<file path="src/rtl/vc_rr_arb_buf_pkg.sv">
// Shared definitions for the round-robin arbitrated input buffer.
// Holds the per-input FIFO geometry and the one-hot rotate helper used to
// advance the arbitration priority.
package vc_rr_arb_buf_pkg;

  // Per-input FIFO geometry
  localparam int unsigned c_fifo_depth     = 32'd2;
  localparam int unsigned c_fifo_ptr_nbits = 32'd1;
  localparam int unsigned c_fifo_cnt_nbits = 32'd2;

  // Widest requester vector the rotate helper handles
  localparam int unsigned c_max_reqs = 32'd8;

  // Rotate the low nbits of a one-hot vector left by one; bit nbits-1 wraps to bit 0.
  function automatic logic [7:0] rotl_onehot(input logic [7:0] vec, input int unsigned nbits);
    logic [7:0] rot;
    rot = 8'd0;
    for (int unsigned i = 32'd0; i < c_max_reqs; i++) begin
      if (i < nbits) begin
        rot[3'((i + 32'd1) % nbits)] = vec[3'(i)];
      end else begin
        rot = rot;
      end
    end
    return rot;
  endfunction

endpackage

</file>
<file path="src/rtl/vc_VariableArbChain.sv">
// Variable-priority arbitration chain. The one-hot prio vector marks the
// highest-priority requester; the first requester at or above it (wrapping)
// wins. kin kills every grant; kout reports that a grant (or kill) happened.
module vc_VariableArbChain #(
  parameter int p_num_reqs = 2
) (
  input  logic                  kin,
  input  logic [p_num_reqs-1:0] prio,
  input  logic [p_num_reqs-1:0] reqs,
  output logic [p_num_reqs-1:0] grants,
  output logic                  kout
);

  logic found_s;
  logic started_s;

  // Walk the requesters twice so the search wraps past the top index.
  always_comb begin
    grants    = '0;
    found_s   = kin;
    started_s = 1'b0;
    for (int i = 0; i < 2 * p_num_reqs; i++) begin
      if ((i < p_num_reqs) && prio[i % p_num_reqs]) begin
        started_s = 1'b1;
      end else begin
        started_s = started_s;
      end
      if (started_s && !found_s && reqs[i % p_num_reqs]) begin
        grants[i % p_num_reqs] = 1'b1;
        found_s                = 1'b1;
      end else begin
        found_s = found_s;
      end
    end
    kout = found_s;
  end

endmodule

</file>
<file path="src/rtl/vc_rr_arb_buf_fifo.sv">
// Two-entry val/rdy FIFO used on each arbiter input. enq_rdy depends only on
// the stored occupancy, never on a same-cycle dequeue, so there is no bypass
// from enq to deq and no combinational path from deq_rdy to enq_rdy.
module vc_rr_arb_buf_fifo
  import vc_rr_arb_buf_pkg::*;
#(
  parameter int p_msg_nbits = 32
) (
  input  logic                   clk,
  input  logic                   reset,
  input  logic                   enq_val,
  output logic                   enq_rdy,
  input  logic [p_msg_nbits-1:0] enq_msg,
  output logic                   deq_val,
  input  logic                   deq_rdy,
  output logic [p_msg_nbits-1:0] deq_msg
);

  logic [p_msg_nbits-1:0]      mem_q  [c_fifo_depth];
  logic [p_msg_nbits-1:0]      mem_d  [c_fifo_depth];
  logic [c_fifo_ptr_nbits-1:0] wr_ptr_q, wr_ptr_d;
  logic [c_fifo_ptr_nbits-1:0] rd_ptr_q, rd_ptr_d;
  logic [c_fifo_cnt_nbits-1:0] count_q, count_d;
  logic                        enq_fire_s;
  logic                        deq_fire_s;

  assign enq_rdy = (count_q != c_fifo_cnt_nbits'(c_fifo_depth));
  assign deq_val = (count_q != {c_fifo_cnt_nbits{1'b0}});
  assign deq_msg = mem_q[rd_ptr_q];

  // Next-state for storage, pointers and occupancy.
  always_comb begin
    enq_fire_s = enq_val && enq_rdy;
    deq_fire_s = deq_val && deq_rdy;
    mem_d      = mem_q;
    wr_ptr_d   = wr_ptr_q;
    rd_ptr_d   = rd_ptr_q;
    count_d    = count_q;

    if (enq_fire_s) begin
      mem_d[wr_ptr_q] = enq_msg;
      if (wr_ptr_q == c_fifo_ptr_nbits'(c_fifo_depth - 32'd1)) begin
        wr_ptr_d = {c_fifo_ptr_nbits{1'b0}};
      end else begin
        wr_ptr_d = wr_ptr_q + c_fifo_ptr_nbits'(1);
      end
    end else begin
      wr_ptr_d = wr_ptr_q;
    end

    if (deq_fire_s) begin
      if (rd_ptr_q == c_fifo_ptr_nbits'(c_fifo_depth - 32'd1)) begin
        rd_ptr_d = {c_fifo_ptr_nbits{1'b0}};
      end else begin
        rd_ptr_d = rd_ptr_q + c_fifo_ptr_nbits'(1);
      end
    end else begin
      rd_ptr_d = rd_ptr_q;
    end

    case ({enq_fire_s, deq_fire_s})
      2'b10:   count_d = count_q + c_fifo_cnt_nbits'(1);
      2'b01:   count_d = count_q - c_fifo_cnt_nbits'(1);
      default: count_d = count_q;
    endcase
  end

  // State registers with synchronous active-low reset.
  always_ff @(posedge clk) begin
    if (!reset) begin
      for (int i = 0; i < c_fifo_depth; i++) begin
        mem_q[i] <= {p_msg_nbits{1'b0}};
      end
      wr_ptr_q <= {c_fifo_ptr_nbits{1'b0}};
      rd_ptr_q <= {c_fifo_ptr_nbits{1'b0}};
      count_q  <= {c_fifo_cnt_nbits{1'b0}};
    end else begin
      mem_q    <= mem_d;
      wr_ptr_q <= wr_ptr_d;
      rd_ptr_q <= rd_ptr_d;
      count_q  <= count_d;
    end
  end

endmodule

</file>
<file path="src/rtl/vc_rr_arb_buf.sv">
// Round-robin arbiter with a 2-entry buffer per input and a single output
// register. Minimum latency is two cycles (input FIFO, then output register)
// and the output sustains one message per cycle while out_rdy stays high.
// Optional feature: define VC_RR_ARB_BUF_CNT_EN to add the 16-bit wrapping
// out_count transfer counter.
module vc_rr_arb_buf
  import vc_rr_arb_buf_pkg::*;
#(
  parameter int p_num_reqs  = 2,
  parameter int p_msg_nbits = 32
) (
  input  logic                              clk,
  input  logic                              reset,
  input  logic                              domain,
  input  logic [p_num_reqs-1:0]             in_val,
  output logic [p_num_reqs-1:0]             in_rdy,
  input  logic [p_num_reqs*p_msg_nbits-1:0] in_msg,
  output logic                              out_val,
  input  logic                              out_rdy,
  output logic [p_msg_nbits-1:0]            out_msg,
  output logic [p_num_reqs-1:0]             out_src
`ifdef VC_RR_ARB_BUF_CNT_EN
  ,
  output logic [15:0]                       out_count
`endif
);

  logic [p_num_reqs-1:0]  fifo_val_s;
  logic [p_msg_nbits-1:0] fifo_msg_s [p_num_reqs];
  logic [p_num_reqs-1:0]  arb_reqs_s;
  logic [p_num_reqs-1:0]  grants_s;
  logic                   arb_en_s;
  logic                   gnt_any_s;
  logic [p_msg_nbits-1:0] gnt_msg_s;
  logic [7:0]             rot_s;
  logic                   kout_unused;
  logic                   domain_unused;

  logic                   out_val_q, out_val_d;
  logic [p_msg_nbits-1:0] out_msg_q, out_msg_d;
  logic [p_num_reqs-1:0]  out_src_q, out_src_d;
  logic [p_num_reqs-1:0]  prio_q, prio_d;

  // The domain label only classifies the data; it steers no logic here.
  assign domain_unused = domain;

  for (genvar g = 0; g < p_num_reqs; g++) begin : g_fifo
    vc_rr_arb_buf_fifo #(
      .p_msg_nbits (p_msg_nbits)
    ) u_fifo (
      .clk     (clk),
      .reset   (reset),
      .enq_val (in_val[g]),
      .enq_rdy (in_rdy[g]),
      .enq_msg (in_msg[g*p_msg_nbits +: p_msg_nbits]),
      .deq_val (fifo_val_s[g]),
      .deq_rdy (grants_s[g]),
      .deq_msg (fifo_msg_s[g])
    );
  end

  // Requests are presented only when the output register can accept a message.
  always_comb begin
    arb_en_s = !out_val_q || out_rdy;
    if (arb_en_s) begin
      arb_reqs_s = fifo_val_s;
    end else begin
      arb_reqs_s = {p_num_reqs{1'b0}};
    end
  end

  vc_VariableArbChain #(
    .p_num_reqs (p_num_reqs)
  ) u_arb (
    .kin    (1'b0),
    .prio   (prio_q),
    .reqs   (arb_reqs_s),
    .grants (grants_s),
    .kout   (kout_unused)
  );

  // Select the granted FIFO head and compute next output/priority state.
  always_comb begin
    gnt_any_s = |grants_s;
    gnt_msg_s = {p_msg_nbits{1'b0}};
    for (int i = 0; i < p_num_reqs; i++) begin
      if (grants_s[i]) begin
        gnt_msg_s = gnt_msg_s | fifo_msg_s[i];
      end else begin
        gnt_msg_s = gnt_msg_s;
      end
    end
    rot_s = rotl_onehot(8'(grants_s), p_num_reqs);

    out_val_d = out_val_q;
    out_msg_d = out_msg_q;
    out_src_d = out_src_q;
    prio_d    = prio_q;
    if (gnt_any_s) begin
      out_val_d = 1'b1;
      out_msg_d = gnt_msg_s;
      out_src_d = grants_s;
      prio_d    = rot_s[p_num_reqs-1:0];
    end else if (out_val_q && out_rdy) begin
      out_val_d = 1'b0;
    end else begin
      out_val_d = out_val_q;
    end
  end

  // Output register and priority with synchronous active-low reset.
  always_ff @(posedge clk) begin
    if (!reset) begin
      out_val_q <= 1'b0;
      out_msg_q <= {p_msg_nbits{1'b0}};
      out_src_q <= {p_num_reqs{1'b0}};
      prio_q    <= {{(p_num_reqs-1){1'b0}}, 1'b1};
    end else begin
      out_val_q <= out_val_d;
      out_msg_q <= out_msg_d;
      out_src_q <= out_src_d;
      prio_q    <= prio_d;
    end
  end

  assign out_val = out_val_q;
  assign out_msg = out_msg_q;
  assign out_src = out_src_q;

`ifdef VC_RR_ARB_BUF_CNT_EN
  logic [15:0] cnt_q, cnt_d;

  // Count output transfers, wrapping at 16 bits.
  always_comb begin
    if (out_val_q && out_rdy) begin
      cnt_d = cnt_q + 16'd1;
    end else begin
      cnt_d = cnt_q;
    end
  end

  // Transfer counter register.
  always_ff @(posedge clk) begin
    if (!reset) begin
      cnt_q <= 16'd0;
    end else begin
      cnt_q <= cnt_d;
    end
  end

  assign out_count = cnt_q;
`endif

endmodule

</file>
<file path="config.mk">
export PLATFORM = sky130hd
export DESIGN_NAME = vc_rr_arb_buf
export DESIGN_NICKNAME = d
export VERILOG_FILES = /design/src/rtl/vc_rr_arb_buf_pkg.sv /design/src/rtl/vc_VariableArbChain.sv /design/src/rtl/vc_rr_arb_buf_fifo.sv /design/src/rtl/vc_rr_arb_buf.sv
export SDC_FILE = /design/constraint.sdc
export NUM_CORES = 1
export LEC_CHECK = 0
export ABC_CLOCK_PERIOD_IN_PS = 3970
export CAP_MARGIN = 40
export CORE_UTILIZATION = 55
export DETAILED_ROUTE_END_ITERATION = 12
export PLACE_DENSITY_LB_ADDON = 0.2
export SYNTH_ARGS = -nofsm -noshare
export SYNTH_HDL_FRONTEND = slang
export SYNTH_SLANG_ARGS = --single-unit
</file>
<file path="constraint.sdc">
create_clock -name clk -period 3.97 [get_ports clk]
set_input_delay 0.794 -clock clk [delete_from_list [all_inputs] [get_ports clk]]
set_output_delay 0.794 -clock clk [all_outputs]
set_load 0.02 [all_outputs]
</file>
==> flow_metrics.env <==
export IMPL_overflow=0
export IMPL_ys_types=39
export IMPL_clkLatencyLatePin_ns=0.43
export IMPL_path_clk_slew_ns=0.06
export IMPL_drv_cap=0
export IMPL_groute_usage_overall_pct=27.4
export IMPL_instances_no_fill=1100
export IMPL_coreArea_um2=13300
export IMPL_dieHeight_um=119
export IMPL_grt_pass1_vias=6082
export IMPL_p_clk_share_pct=28.5
export IMPL_hold_violations=0
export IMPL_antenna_found_initial=0
export IMPL_path_buf_inv=1
export IMPL_syn_area_per_cell_um2=8.91
export IMPL_power_frac_comb_pct=30.1
export IMPL_antenna_left=0
export IMPL_syn_to_final_growth_pct=20.1
export IMPL_cts_hold_buf=0
export IMPL_cts_num_sinks=172
export IMPL_drt_first_iter_violations=404
export IMPL_ctsLongestPathBuffers=2
export IMPL_cts_tree="done"
export IMPL_cts_setup_buffers=0
export IMPL_wire_per_inst_um=17.0
export IMPL_cts_root_buf="clkbuf_16"
export IMPL_r2r_slack_ns=2.02
export IMPL_place_hpwl_um=11700
export IMPL_path_class="flop to output port"
export IMPL_cp_arrival_ns=1.80
export IMPL_yosysWarnings=0
export IMPL_cp_slowest_cell="clkdlybuf4s50_1"
export IMPL_ys_seq_area_share_pct=45.7
export IMPL_rsz0062_at_grt="false"
export IMPL_diodes=0
export IMPL_cts_buffers=17
export IMPL_synth_cells=845
export IMPL_p_seq_share_pct=41.4
export IMPL_cpPeakStageDelay_ns=0.64
export IMPL_gp_congestion=0.767
export IMPL_relSlewSlack_pct=53.1
export IMPL_cp_end_kind="output port"
export IMPL_min_path_type="flop to flop"
export IMPL_row_count=42
export IMPL_syn_area_um2=7530
export IMPL_die_area_um2=14200
export IMPL_period_needed_ns=2.59
export IMPL_grt_pass1_wl_um=30100
export IMPL_maxSlewViolCount=0
export IMPL_port_buffers=105
export IMPL_grt_max_degree=81
export IMPL_required_ns=3.18
export IMPL_post_cts_resized=0
export IMPL_path_max_fanout=7
export IMPL_drc=0
export IMPL_setup_violations=0
export IMPL_drive_gt1_share_pct=6.28
export IMPL_p_per_area_nw_per_um2=578
export IMPL_finClkSkew_ns=0.00630
export IMPL_internal_power_mw=3.45
export IMPL_p_leak_nw=3.37
export IMPL_via_per_inst=5.59
export IMPL_worst_slew_pin_slew_ns=0.703
export IMPL_worst_setup_path_start_kind="flop"
export IMPL_crit_chain="nand2b_1 -> clkdlybuf4s50_1"
export IMPL_postRouteWirelength_um=18700
export IMPL_io_pins=107
export IMPL_dp_cells=1068
export IMPL_synth_nets=917
export IMPL_post_route_period_util_pct=65.3
export IMPL_status="finished clean"
export IMPL_dr_pass1_iters=5
export IMPL_initial_utilization_pct=56.6
export IMPL_tns_ns=0
export IMPL_p_sw_mw=1.77
export IMPL_path_delay_family="buffers and inverters"
export IMPL_chipWidth_um=119
export IMPL_fmax_mhz=386
export IMPL_netSwitchingFraction_pct=33.9
export IMPL_num_vias=6152
export IMPL_power_mw=5.23
export IMPL_nets=983
export IMPL_h_tree_depth=4
export IMPL_ir_drop_uv=852
export IMPL_synth_seq_cells=172
-- metrics by stage --
step | worst slack [ns] | utilization, % | cell area (um2) | hold slack [ns]
2_1_floorplan | 1.82 | - | 7530 | 0.434
3_3_place_gp | 1.27 | 63.7 | 8470 | 0.440
3_5_place_dp | 1.18 | 64.1 | 8520 | 0.446
4_1_cts | 1.38 | 68.0 | 9040 | 0.453
5_1_grt | 1.31 | 68.0 | 9040 | 0.464
6_report | 1.38 | 68.0 | 9040 | 0.453
-- registers in the layout, indices dropped and copies added, names as in the netlist --
| signal | flops |
|---|---|
| g_fifo.u_fifo.mem_q | 128 |
| g_fifo.u_fifo.count_q | 4 |
| out_src | 2 |
| g_fifo.u_fifo.wr_ptr_q | 2 |
| out_val | 1 |
| g_fifo.u_fifo.rd_ptr_q | 2 |
| out_msg | 32 |
| prio_q | 1 |
-- cell families (layout without fill, tap and decap cells) --
logic type	count (synthesis)	in the layout	synth area share [%]
simple gates	321	321	17.3
buf+inv	73	152	5.68
xor+xnor	6	6	0.698
compound gates	207	207	21.7
fa+ha+maj	2	2	0.332
flops	172	172	45.7
mux	64	64	8.51
-- worst paths after layout --
path                               startpoint                          end  cells past startpoint
setup / recovery  g_fifo[1].u_fifo.count_q[0]                    in_rdy[1]                      2
hold / removal     g_fifo[0].u_fifo.mem_q[11]   g_fifo[0].u_fifo.mem_q[11]                      2
setup reg to reg  g_fifo[0].u_fifo.count_q[1]  g_fifo[1].u_fifo.count_q[1]                      5
hold reg to reg    g_fifo[0].u_fifo.mem_q[11]   g_fifo[0].u_fifo.mem_q[11]                      2
-- worst reg2reg max path: stages (launching register included) --
cell and delay (ns):
dfxtp_1 0.34, or2_4 0.29, a2111oi_4 0.41, ha_1 0.33, or3_1 0.35, a21boi_0 0.16
-- power by group through the flow --
stage	Combinational, mW	Sequential [mW]	Clock, mW
2_1_floorplan	1.11	2.20	0
6_report	1.57	2.17	1.49
3_5_place_dp	1.57	2.20	0
4_1_cts	1.58	2.17	1.50
5_1_grt	1.69	2.19	1.58
3_3_place_gp	1.46	2.24	0
-- metal layers --
metal	routed length, um	GRT usage (%)
met5	0	0
met4	418	11.3
met3	1060	5.41
met2	9460	47.0
met1	7790	33.3
-- cells in the mapped netlist (all sizes together) --
cell,count,share of area [%]
inv,1,0.050
dfxtp,172,46
a211o,32,3.7
ha,2,0.33
or2,2,0.20
and2,4,0.33
o2111ai,1,0.20
nor3,1,0.13
a2111oi,1,0.37
a211oi,32,3.5
buf,50,4.5
nand2b,3,0.25
nand4b,1,0.32
a21boi,133,13
nor2b,3,0.25
xor2,1,0.12
a31oi,1,0.083
o21ai,3,0.20
nand3,2,0.13
and3,3,0.25
and3b,2,0.23
nand3b,2,0.20
or3,2,0.17
nand2,260,13
clkbuf,22,1.1
o211ai,1,0.10
nor3b,1,0.10
mux2i,64,8.5
o21a,2,0.20
xnor2,5,0.58
a21oi,1,0.066
nor4,1,0.083
nor2,34,1.7
-- final cells by class --
cell class / instances / area, um2
flip-flops and latches: 172 / 3450
clock inverters: 8 / 42.5
multi-input cells: 600 / 3660
inverters: 1 / 3.75
repair buffers: 119 / 1190
fillers: 1039 / 4250
clock buffers: 24 / 482
well taps: 176 / 220
-- placed cells by master, fill, tap and decap left out, types with 2 or more instances in the layout --
| cell type | n |
|---|---|
| dfxtp_1 | 170 |
| clkdlybuf4s50_1 | 104 |
| a211o_1 | 32 |
| nand2_1 | 260 |
| clkbuf_8 | 3 |
| xnor2_1 | 5 |
| a21boi_0 | 78 |
| nor2b_1 | 2 |
| and3_1 | 3 |
| a211oi_1 | 27 |
| a211oi_2 | 5 |
| mux2i_1 | 64 |
| clkbuf_1 | 4 |
| nand3b_1 | 2 |
| and3b_1 | 2 |
| and2_1 | 4 |
| dfxtp_2 | 2 |
| buf_4 | 13 |
| nand2b_1 | 3 |
| clkinv_2 | 7 |
| or3_1 | 2 |
| nor2_1 | 33 |
| o21a_1 | 2 |
| a21boi_1 | 55 |
| ha_1 | 2 |
| nand3_1 | 2 |
| o21ai_0 | 3 |
| clkbuf_16 | 17 |
No activity file was read; power rests on OpenSTA's default activity.
